===== config.mk =====
export PLATFORM = sky130hd
export DESIGN_NAME = dot_accumulator
export DESIGN_NICKNAME = d
export VERILOG_FILES = /design/src/rtl/dot_accumulator.sv
export SDC_FILE = /design/constraint.sdc
export NUM_CORES = 1
export LEC_CHECK = 0
export CAP_MARGIN = 10
export CORE_MARGIN = 2
export CORE_UTILIZATION = 54
export CTS_CLUSTER_DIAMETER = 40
export DETAILED_ROUTE_END_ITERATION = 10
export PLACE_DENSITY = 0.95
export SLEW_MARGIN = 15
export SYNTH_ARGS = -nofsm -noshare
export SYNTH_HDL_FRONTEND = slang
export SYNTH_SLANG_ARGS = --single-unit

===== constraint.sdc =====
create_clock -name clk -period 3.95 [get_ports clk]
set_clock_uncertainty 0.1 [all_clocks]
set_input_delay 0.5925 -clock clk [delete_from_list [all_inputs] [get_ports clk]]
set_output_delay 0.5925 -clock clk [all_outputs]
set_load 0.02 [all_outputs]

===== src/rtl/dot_accumulator.sv =====
// Signed dot-product accumulator: sums LEN products into one result element and tracks overflow.
// Build option: define SATURATE_EN to clamp on addition overflow instead of wrapping.
module dot_accumulator #(
  parameter int DW  = 8,
  parameter int LEN = 5
) (
  input  logic                 clk,
  input  logic                 rst,
  input  logic                 start,
  input  logic                 in_valid,
  output logic                 in_ready,
  input  logic signed [DW-1:0] prod,
  input  logic                 prod_ovf,
  output logic                 out_valid,
  input  logic                 out_ready,
  output logic signed [DW-1:0] sum,
  output logic                 ovf,
  output logic                 busy
);

  typedef enum logic [1:0] {IDLE, ACC, DONE} state_t;

  localparam logic [7:0]          LAST = 8'(LEN - 1);
  localparam logic signed [DW-1:0] SMAX = {1'b0, {(DW-1){1'b1}}};
  localparam logic signed [DW-1:0] SMIN = {1'b1, {(DW-1){1'b0}}};

  state_t                state_reg, state_next;
  logic signed [DW-1:0]  acc_reg, acc_next;
  logic                  ovf_reg, ovf_next;
  logic [7:0]            cnt_reg, cnt_next;
  logic [DW:0]           add_wide;
  logic                  add_ovf;
  logic signed [DW-1:0]  add_res;

  // Sign-extended add; overflow when like-signed operands yield a differently signed result.
  always_comb begin
    add_wide = {acc_reg[DW-1], acc_reg} + {prod[DW-1], prod};
    add_ovf  = (acc_reg[DW-1] == prod[DW-1]) && (add_wide[DW-1] != acc_reg[DW-1]);
`ifdef SATURATE_EN
    add_res  = add_ovf ? (acc_reg[DW-1] ? SMIN : SMAX) : add_wide[DW-1:0];
`else
    add_res  = add_wide[DW-1:0];
`endif
  end

  always_ff @(posedge clk or posedge rst) begin
    if (rst) begin
      state_reg <= IDLE;
      acc_reg   <= '0;
      ovf_reg   <= 1'b0;
      cnt_reg   <= '0;
    end else begin
      state_reg <= state_next;
      acc_reg   <= acc_next;
      ovf_reg   <= ovf_next;
      cnt_reg   <= cnt_next;
    end
  end

  always_comb begin
    state_next = state_reg;
    acc_next   = acc_reg;
    ovf_next   = ovf_reg;
    cnt_next   = cnt_reg;
    in_ready   = 1'b0;
    out_valid  = 1'b0;
    busy       = 1'b1;
    case (state_reg)
      IDLE: begin
        busy = 1'b0;
        if (start) begin
          state_next = ACC;
          acc_next   = '0;
          ovf_next   = 1'b0;
          cnt_next   = '0;
        end
      end
      ACC: begin
        in_ready = 1'b1;
        if (in_valid) begin
          acc_next = add_res;
          ovf_next = ovf_reg | prod_ovf | add_ovf;
          cnt_next = cnt_reg + 8'd1;
          if (cnt_reg == LAST) state_next = DONE;
        end
      end
      DONE: begin
        // Result held until consumed; start is deliberately not looked at here.
        out_valid = 1'b1;
        if (out_ready) state_next = IDLE;
      end
      default: state_next = IDLE;
    endcase
  end

  assign sum = acc_reg;
  assign ovf = ovf_reg;

endmodule


==> impl_metrics.csv, run 1 <==
group,metric,value,unit
outcome,outcome,"finished clean",
sta,finalMaxSlewViolations,0,
critical_path,crit_path_start_kind,"input port",
sta,period_share,0.6223,
clocking,cts_made_buffers,3,
floorplanning,die_height,51.85,um
clocking,cts_tree,"yes",
critical_path,crit_fanout,4,
critical_path,path_class,"input port to flip-flop",
cells_and_area,stdcell_count,176,
critical_path,rr_worst_depth,6,
sta,worst_pin_slew,0.7357,ns
power,p_switching,476.0,uW
global_routing,grt_pass1_vias,1061,
detailed_routing,dr_wl_met2,1442,um
critical_path,cp.required,4.04,ns
sta,slew_headroom,0.5090,
critical_path,arrival,2.55,ns
global_routing,grt_max_degree,20,
critical_path,regToRegStartpoint,"sum[1]",
detailed_routing,ant_nets,0,
floorplanning,start_util,0.5642,
sta,min_period,2.458,ns
detailed_routing,drc_errors,0,
yosys,yosysWarnings,0,
cells_and_area,fillCellCount,162,
cells_and_area,finalCoreUtilization,0.7007,
min_path,hold_class,"flip-flop to flip-flop",
global_routing,antenna_found_initial,0,
power,switching_share,0.4420,
critical_path,crit_path_cell_trace,"clkdlybuf4s50_1 -> ha_1 -> a211oi_1 -> nor2_1 -> a211oi_4 -> nor3_1 -> o41a_1",
floorplanning,io_pins,26,
detailed_routing,via_per_inst,5.824,
place,dp_worst_setup_slack,1.192,ns
place,numPortBuffers,25,
yosys,synth.distinct_cells,40,
critical_path,end_kind,"flip-flop",
yosys,syn_nets,145,
clocking,clkLatencyLatePin,0.30,ns
clocking,cts_resized,0,
cells_and_area,antenna_cells,0,
detailed_routing,num_vias,1025,
cells_and_area,num-nets-final,173,
place,dp_hpwl,2018,um
yosys,synth_top_area_cell,"dfrtp_1",
yosys,synth_area_leaders,"dfrtp_1, ha_1, xnor2_1",
detailed_routing,wl_met3,100,um
power,ir_drop,397.7,uV
yosys,avgSynthCellArea,10.22,um2
global_routing,grt_use_total,0.2202,
clocking,ctsHoldBuffers,0,
detailed_routing,firstDrtPassIters,4,
job,maxCapViolCount,0,
global_routing,grt_pass1_wl,4422,um
power,power_frac_comb,0.578,
global_routing,grt_overflow,0,
min_path,hold-path-cell-count,2,
critical_path,cp_slowest_cell,"clkdlybuf4s50_1",
detailed_routing,routed.top_layer,"met4",
detailed_routing,drt_wl_total,2680,um
cells_and_area,drive_gt1_frac,0.06081,
power,clock_power_share,0.094,
floorplanning,rows,17,
sta,max_freq,406.8,MHz
critical_path,r2r_end,"ovf",
sta,fin_tns_setup,0,ns
detailed_routing,avgRoutedWirePerCell,15.23,um
power,seqPwrFrac,0.328,
cells_and_area,postLayoutCellArea,1535,um2
clocking,cts_root_buf,"clkbuf_4",
power,power_density,701.5,nW/um2
floorplanning,fp.dieW,51.85,um
min_path,hold_start,"sum[3]",
clocking,cts.clk_slew.worst_paths,0.11,ns
floorplanning,dieArea,2688,um2
sta,setup_viol,0,
sta,finalHoldViolCount,0,
critical_path,slowest_delay,0.46,ns
yosys,synth_top_area_share,0.3846,
yosys,synth_cells,121,
detailed_routing,dr.first_iter.drc_count,14,
sta,layout_setup_ws,1.492,ns
min_path,hold_end,"sum[3]",
sta,rsz0062_at_grt,"false",
place,dp_cells,172,
clocking,cts_sinks,19,
yosys,syn_area,1236,um2
power,p_leak,0.6791,nW
place,dpl_cell_area,1509,um2
clocking,clockBufferDepth,2,
floorplanning,core_area,2191,um2
yosys,yosysSeqAreaShare,0.3846,
critical_path,r2r_slack,1.82,ns
clocking,cts_setup_buffers,0,
place,place.gp.congestion,0.7735,
detailed_routing,met1Wirelength,1102,um
power,internal_power,600.9,uW
cells_and_area,syn_to_final_growth,24.19,%
clocking,htree_levels,1,
yosys,ys_ff_latch,19,
[worst max-delay path, delay by kind of cell]
family                   cells  cell delay (ns)
adder cells (fa/ha/maj)      1             0.33
buffers and inverters        1             0.46
AO/OA/AOI/OAI                3             0.92
AND/OR/NAND/NOR              2             0.24
[cells in the mapped netlist]
| master | instances |
|---|---|
| a211oi_1 | 3 |
| a211oi_4 | 1 |
| a21o_1 | 4 |
| a21oi_1 | 3 |
| a22o_1 | 3 |
| and2b_1 | 1 |
| and3_1 | 2 |
| and3b_1 | 1 |
| buf_2 | 1 |
| buf_4 | 1 |
| dfrtp_1 | 19 |
| fa_1 | 1 |
| ha_1 | 9 |
| inv_1 | 7 |
| mux2i_1 | 1 |
| nand2_1 | 14 |
| nand2b_1 | 1 |
| nand3_1 | 2 |
| nand3b_1 | 1 |
| nand4_1 | 1 |
| nand4b_1 | 1 |
| nor2_1 | 7 |
| nor2_4 | 1 |
| nor3_1 | 4 |
| nor3b_1 | 2 |
| nor3b_4 | 1 |
| nor4_4 | 2 |
| nor4b_1 | 2 |
| nor4bb_1 | 1 |
| o211ai_1 | 1 |
| o21ai_0 | 5 |
| o21ai_1 | 1 |
| o21bai_1 | 1 |
| o2bb2ai_1 | 1 |
| o31ai_1 | 2 |
| o41a_1 | 1 |
| or2_2 | 1 |
| or4b_1 | 1 |
| xnor2_1 | 7 |
| xor2_1 | 3 |
[cell families after synthesis]
group                    after synthesis  share of synthesized area
AND/OR/NAND/NOR                       46                     0.2409
AO/OA/AOI/OAI                         26                     0.1569
flip-flops                            19                     0.3846
XOR/XNOR                              10                    0.07086
adder cells (fa/ha/maj)               10                     0.1073
buffers and inverters                  9                    0.03138
multiplexers                           1                   0.008097
[through the flow]
stage | hold slack (ns) | power [mW]
finish | 0.4335 | 1.077
global route | 0.4900 | 1.154
CTS | 0.4349 | 1.077
detailed placement | 0.4116 | 0.9731
global placement | 0.3957 | 0.9429
floorplan | 0.4108 | 0.7661
[area by class of cell]
class,count,area (um2),share of cell area
repair buffers,25,250.2,0.1630
clock buffers,4,26.28,0.01711
multi-input cells,93,721.9,0.4703
inverters,7,26.28,0.01711
flip-flops and latches,19,475.5,0.3097
well taps,28,35.03,0.02282
[routing by layer]
metal	vias up	global-route usage
met5	-	0
met4	0	0.08333
met3	5	0.03161
met2	24	0.4177
met1	501	0.2435
li1	495	-
[how the worst max path moves through the flow]
stage / endpoint / from / cells after the start / slack [ns]
2_1_floorplan: ovf / prod[1] / 6 / 1.83
5_1_grt: ovf / prod[1] / 7 / 1.37
3_3_place_gp: ovf / prod[1] / 7 / 1.26
6_report: ovf / prod[1] / 7 / 1.49
4_1_cts: ovf / prod[1] / 7 / 1.51
3_5_place_dp: ovf / prod[1] / 7 / 1.19
[layout by cell type (no fill, tap or decap), types with 2 or more instances in the layout]
master / n
nor2_1: 7
nand3_1: 2
nor3_1: 4
dfrtp_1: 19
a21o_1: 4
nor4b_1: 2
a21oi_1: 3
xor2_1: 3
clkbuf_4: 3
a211oi_1: 3
inv_1: 7
o21ai_0: 5
clkdlybuf4s50_1: 25
and3_1: 2
nor4_4: 2
ha_1: 9
nor3b_1: 2
xnor2_1: 7
nand2_1: 14
a22o_1: 3
o31ai_1: 2
[power groups by stage]
stage	sequential, mW	clock, mW	combinational (mW)
after floorplan	0.390	0	0.376
after global routing	0.362	0.110	0.682
final	0.353	0.101	0.623
after global placement	0.346	0	0.597
after CTS	0.350	0.102	0.625
after detailed placement	0.353	0	0.620
(Power assumes the default switching activity.)
==> inputs of run 2 (changes only) <==
Settings changed: CORE_UTILIZATION 54 to 45, PLACE_DENSITY 0.95 to 0.86.
Clock period 3.95 ns to 2.1 ns, I/O delays scaled along.
==> run 2 against run 1 <==
Net effect:
- design area up 11%
- critical path type unchanged
- worst setup slack worse by 1.5 ns
- hold slack worse by 0.22 ns
- flip-flop and latch count unchanged
- total power up 110%
==> impl_metrics.csv, run 2 (synthesized netlist as in run 1, its figures left out) <==
group,metric,value,unit
outcome,outcome,"finished clean",
clocking,cts_setup_buffers,0,
detailed_routing,ant_nets,0,
clocking,cts_sinks,19,
cells_and_area,syn_to_final_growth,38.46,%
power,ir_drop,899.8,uV
cells_and_area,drive_gt1_frac,0.2048,
clocking,cts_tree,"yes",
critical_path,slowest_delay,0.43,ns
critical_path,crit_path_cell_trace,"clkdlybuf4s50_1 -> ha_1 -> a211oi_2 -> nor2_2 -> a211oi_4 -> buf_4 -> and3_1 -> o41a_1",
cells_and_area,finalCoreUtilization,0.6372,
clocking,cts.clk_slew.worst_paths,0.12,ns
detailed_routing,firstDrtPassIters,4,
min_path,hold_class,"input port to asynchronous set/reset pin",
critical_path,worst-path-buf-inv,2,
cells_and_area,fillCellCount,212,
clocking,cts_root_buf,"clkbuf_4",
critical_path,cp.required,2.17,ns
critical_path,path_delay_family,"buffers and inverters",
critical_path,arrival,2.15,ns
cells_and_area,final_common_cell,"clkdlybuf4s50_1",
floorplanning,start_util,0.4602,
global_routing,grt_pass1_wl,4961,um
clocking,cts_made_buffers,3,
clocking,ctsHoldBuffers,0,
sta,period_share,0.9875,
sta,max_freq,482.2,MHz
detailed_routing,avgRoutedWirePerCell,14.54,um
cells_and_area,num-nets-final,191,
job,maxCapViolCount,0,
floorplanning,die_height,56.41,um
global_routing,grt_max_degree,20,
sta,min_period,2.074,ns
critical_path,path_class,"input port to flip-flop",
critical_path,cp_slowest_cell,"clkdlybuf4s50_1",
global_routing,antenna_found_initial,0,
sta,worst_pin_slew,0.4347,ns
floorplanning,core_area,2686,um2
detailed_routing,num_vias,1068,
sta,fin_tns_setup,0,ns
clocking,clockBufferDepth,2,
floorplanning,io_pins,26,
clocking,htree_levels,1,
power,p_leak,0.7911,nW
power,power_density,1323,nW/um2
global_routing,grt_use_total,0.1977,
sta,finalMaxSlewViolations,0,
critical_path,crit_path_start_kind,"input port",
sta,slew_headroom,0.7095,
floorplanning,dieArea,3182,um2
global_routing,grt_pass1_vias,1152,
sta,finalHoldViolCount,0,
floorplanning,fp.dieW,56.41,um
floorplanning,rows,19,
cells_and_area,antenna_cells,0,
detailed_routing,dr.first_iter.drc_count,26,
sta,rsz0062_at_grt,"false",
sta,setup_viol,0,
critical_path,crit_fanout,3,
global_routing,grt_overflow,0,
clocking,clkLatencyLatePin,0.30,ns
cells_and_area,stdcell_count,197,
place,place.gp.congestion,0.7565,
detailed_routing,drc_errors,0,
place,numPortBuffers,25,
place,dp_hpwl,2225,um
detailed_routing,drt_wl_total,2865,um
cells_and_area,final_cell_mix,"clkdlybuf4s50_1, dfrtp_1, buf_4",
place,dp_cells,193,
detailed_routing,via_per_inst,5.421,
critical_path,end_kind,"flip-flop",
-- run 2: cell count changes in the layout (fill, tap and decap cells not counted), moves of 2 or more --
cell | before | now
buf_4 | 0 | 18
ha_1 | 9 | 6
clkdlybuf4s50_1 | 25 | 23
dlymetal6s2s_1 | 0 | 2
ha_2 | 0 | 2
-- run 2: what timing repair did --
| item | 4_1_cts | 5_1_grt |
|---|---|---|
| pin swaps | 1 | 1 |
| endpoints found under the setup margin | 2 | 4 |
| resized for setup | 2 | 8 |
| hold endpoints to repair | 0 | 0 |
-- run 2: power by group --
| group | internal (mW) | switching [mW] | total [mW] | leakage, nW |
|---|---|---|---|---|
| sequential | 0.504 | 0.152 | 0.656 | 0.242 |
| clock | 0.0739 | 0.111 | 0.185 | 0.0150 |
| combinational | 0.730 | 0.694 | 1.42 | 0.534 |
| total | 1.31 | 0.957 | 2.26 | 0.791 |
-- run 2: area by class of cell --
type | instances | area (um2) | area share
Tap cell | 31 | 38.79 | 0.02266
Clock buffer | 4 | 26.28 | 0.01535
Timing Repair Buffer | 43 | 390.4 | 0.2281
Inverter | 7 | 26.28 | 0.01535
Sequential cell | 19 | 475.5 | 0.2778
Multi-Input combinational cell | 93 | 754.5 | 0.4408
-- run 2: tightest hold or removal path: cells and delay by family --
| family | cells | cell delay (ns) |
|---|---|---|
| buffers and inverters | 3 | 0.69 |
-- run 2: final timing paths --
check / depth (start not counted) / slack (ns) / from / to
max: 8 / 0.03 / prod[1] / ovf
min: 3 / 0.22 / rst / sum[1]
max in group asynchronous: 3 / 1.46 / rst / sum[5]
min reg2reg: 2 / 0.43 / sum[2] / sum[2]
max reg2reg: 7 / 0.07 / sum[2] / ovf
min in group clk: 2 / 0.43 / sum[2] / sum[2]
-- run 2: stage by stage --
stage	power, mW	cell area (um2)	setup slack [ns]	hold WS (ns)
2_1_floorplan	1.441	1236	0.06860	0.1661
3_3_place_gp	1.956	1648	-0.2694	0.3967
3_5_place_dp	2.024	1648	-0.3539	0.4100
4_1_cts	2.234	1682	0.001960	0.2203
5_1_grt	2.444	1712	0.01072	0.2740
6_report	2.264	1712	0.02618	0.2159
-- run 2: layer usage --
layer | part of all wire | routed length (um) | up-vias | GRT usage
met2 | 0.54 | 1542 | 23 | 0.3832
met4 | 0.0052 | 15 | 0 | 0.06122
met5 | 0 | 0 | - | 0
met3 | 0.043 | 123 | 2 | 0.01843
li1 | - | - | 527 | -
met1 | 0.41 | 1183 | 516 | 0.2252
==> inputs of run 3 (changes only) <==
Settings changed: CORE_UTILIZATION 45 to 30, CTS_CLUSTER_SIZE set to 10, PLACE_DENSITY 0.86 to 0.65.
==> run 3 against run 2 <==
Net effect:
- final cell count increased by 12%
- total power increased by 7.6%
- count of clock-buffer cells in the layout unchanged
- combinational power increased by 7%
- design area increased by 5.8%
- hold slack improved by 0.076 ns
- global-route usage decreased by 5.9 points
- routed wire length increased by 1.6%
- die area increased by 46%
- sequential power about the same
- first-iteration DRC count decreased by 15%
- utilization decreased by 18 points
- critical path type unchanged
- largest cell class unchanged
- largest power group unchanged
==> impl_metrics.csv, run 3 (synthesized netlist as in run 1, its figures left out) <==
group,metric,value,unit
critical_path,crit_path_cell_trace,"clkdlybuf4s50_1 -> ha_4 -> fa_2 -> a21o_1 -> a21o_1 -> a21oi_2 -> or4b_1 -> nand3_1",
detailed_routing,firstDrtPassIters,2,
clocking,cts_made_buffers,3,
critical_path,arrival,2.11,ns
critical_path,crit_fanout,3,
floorplanning,start_util,0.3113,
place,numPortBuffers,25,
global_routing,antenna_found_initial,0,
cells_and_area,syn_to_final_growth,46.46,%
clocking,cts_tree,"yes",
critical_path,r2r_end,"ovf",
cells_and_area,final_cell_mix,"clkdlybuf4s50_1, buf_4, dfrtp_1",
cells_and_area,drive_gt1_frac,0.2339,
floorplanning,fp.dieW,68.19,um
detailed_routing,via_per_inst,4.842,
critical_path,r2r_slack,0.16,ns
floorplanning,io_pins,26,
place,dp_worst_setup_slack,-0.3633,ns
critical_path,rr_worst_depth,6,
min_path,hold_class,"input port to asynchronous set/reset pin",
clocking,clockBufferDepth,2,
power,p_leak,0.8127,nW
global_routing,grt_max_degree,20,
sta,setup_viol,0,
clocking,cts.clk_slew.worst_paths,0.07,ns
detailed_routing,ant_nets,0,
global_routing,grt_pass1_vias,1151,
critical_path,crit_path_start_kind,"input port",
power,power_density,1345,nW/um2
sta,slew_headroom,0.7956,
outcome,outcome,"finished clean",
global_routing,grt_overflow,0,
detailed_routing,num_vias,1070,
sta,max_freq,496.0,MHz
sta,worst_pin_slew,0.3024,ns
sta,finalMaxSlewViolations,0,
detailed_routing,routed.top_layer,"met4",
clocking,cts_sinks,19,
cells_and_area,fillCellCount,363,
critical_path,path_class,"input port to flip-flop",
sta,finalHoldViolCount,0,
floorplanning,rows,23,
cells_and_area,final_common_cell,"clkdlybuf4s50_1",
critical_path,cp.required,2.19,ns
sta,min_period,2.016,ns
cells_and_area,register_area,475.5,um2
global_routing,grt_pass1_wl,4864,um
clocking,ctsHoldBuffers,0,
clocking,clkLatencyLatePin,0.25,ns
place,place.gp.congestion,0.7882,
sta,rsz0062_at_grt,"false",
cells_and_area,multiInputGateArea,775.7,um2
sta,period_share,0.9600,
clocking,htree_levels,1,
critical_path,cp_slowest_cell,"clkdlybuf4s50_1",
critical_path,slowest_delay,0.51,ns
cells_and_area,finalCoreUtilization,0.4559,
clocking,cts_root_buf,"clkbuf_8",
floorplanning,core_area,3971,um2
detailed_routing,dr.first_iter.drc_count,22,
sta,layout_setup_ws,0.08404,ns
critical_path,worst-path-buf-inv,1,
floorplanning,die_height,68.19,um
detailed_routing,avgRoutedWirePerCell,13.17,um
cells_and_area,antenna_cells,0,
place,dp_hpwl,2229,um
critical_path,regToRegStartpoint,"sum[1]",
detailed_routing,met1Wirelength,1265,um
floorplanning,dieArea,4650,um2
detailed_routing,drt_wl_total,2910,um
cells_and_area,num-nets-final,196,
job,maxCapViolCount,0,
detailed_routing,wl_met3,103,um
detailed_routing,drc_errors,0,
critical_path,end_kind,"flip-flop",
global_routing,grt_use_total,0.1385,
power,fin_total_pwr,2.436,mW
critical_path,cpMostUsedCell,"a21o_1",
critical_path,path_delay_family,"simple AND/OR/NAND/NOR gates",
power,ir_drop,445.0,uV
detailed_routing,dr_wl_met2,1512,um
==> run 3: worst max-delay path by stage <==
stage,cells past startpoint,end,slack (ns),from
detailed placement,7,ovf,-0.36,prod[1]
finish,8,sum[6],0.08,prod[0]
global route,8,sum[6],0.03,prod[0]
floorplan,6,ovf,0.07,sum[1]
CTS,7,ovf,0.006,prod[1]
global placement,7,ovf,-0.30,prod[1]
==> run 3: timing repair <==
action,in CTS,in global routing
endpoints found under the setup margin,2,5
buffers inserted,3,0
gates resized for setup,5,8
pin swaps,3,2
==> run 3: where the power goes <==
group          internal, mW  switching (mW)
sequential            0.505           0.154
combinational         0.800           0.717
clock                 0.135           0.125
==> run 3: per-stage QoR <==
step | std cells | TNS (ns) | instance area (um2) | hold slack (ns)
floorplan | 121 | 0 | 1236 | 0.1661
global placement | 214 | -0.9892 | 1687 | 0.4017
detailed placement | 214 | -1.215 | 1687 | 0.4091
CTS | 221 | 0 | 1778 | 0.2964
global route | 221 | 0 | 1810 | 0.3083
finish | 221 | 0 | 1810 | 0.2924
==> run 3: routing by layer <==
layer | track usage | up-vias
li1 | - | 533
met1 | 0.1639 | 516
met2 | 0.2549 | 17
met3 | 0.01974 | 4
met4 | 0.04500 | 0
met5 | 0 | -
==> run 3: worst register-to-register path: cells and delay by family (launching register included) <==
kind | cells | cell delay, ns
AOI/OAI and AO/OA | 3 | 0.87
adders and majority gates | 1 | 0.26
DFF | 1 | 0.41
and+or+nand+nor | 2 | 0.17
==> run 3: final cells by class <==
cell class	instances	area share
Sequential cell	19	0.2626
Inverter	7	0.01451
Multi-Input combinational cell	93	0.4285
Tap cell	50	0.03455
Timing Repair Buffer	48	0.2350
Clock buffer	4	0.02488
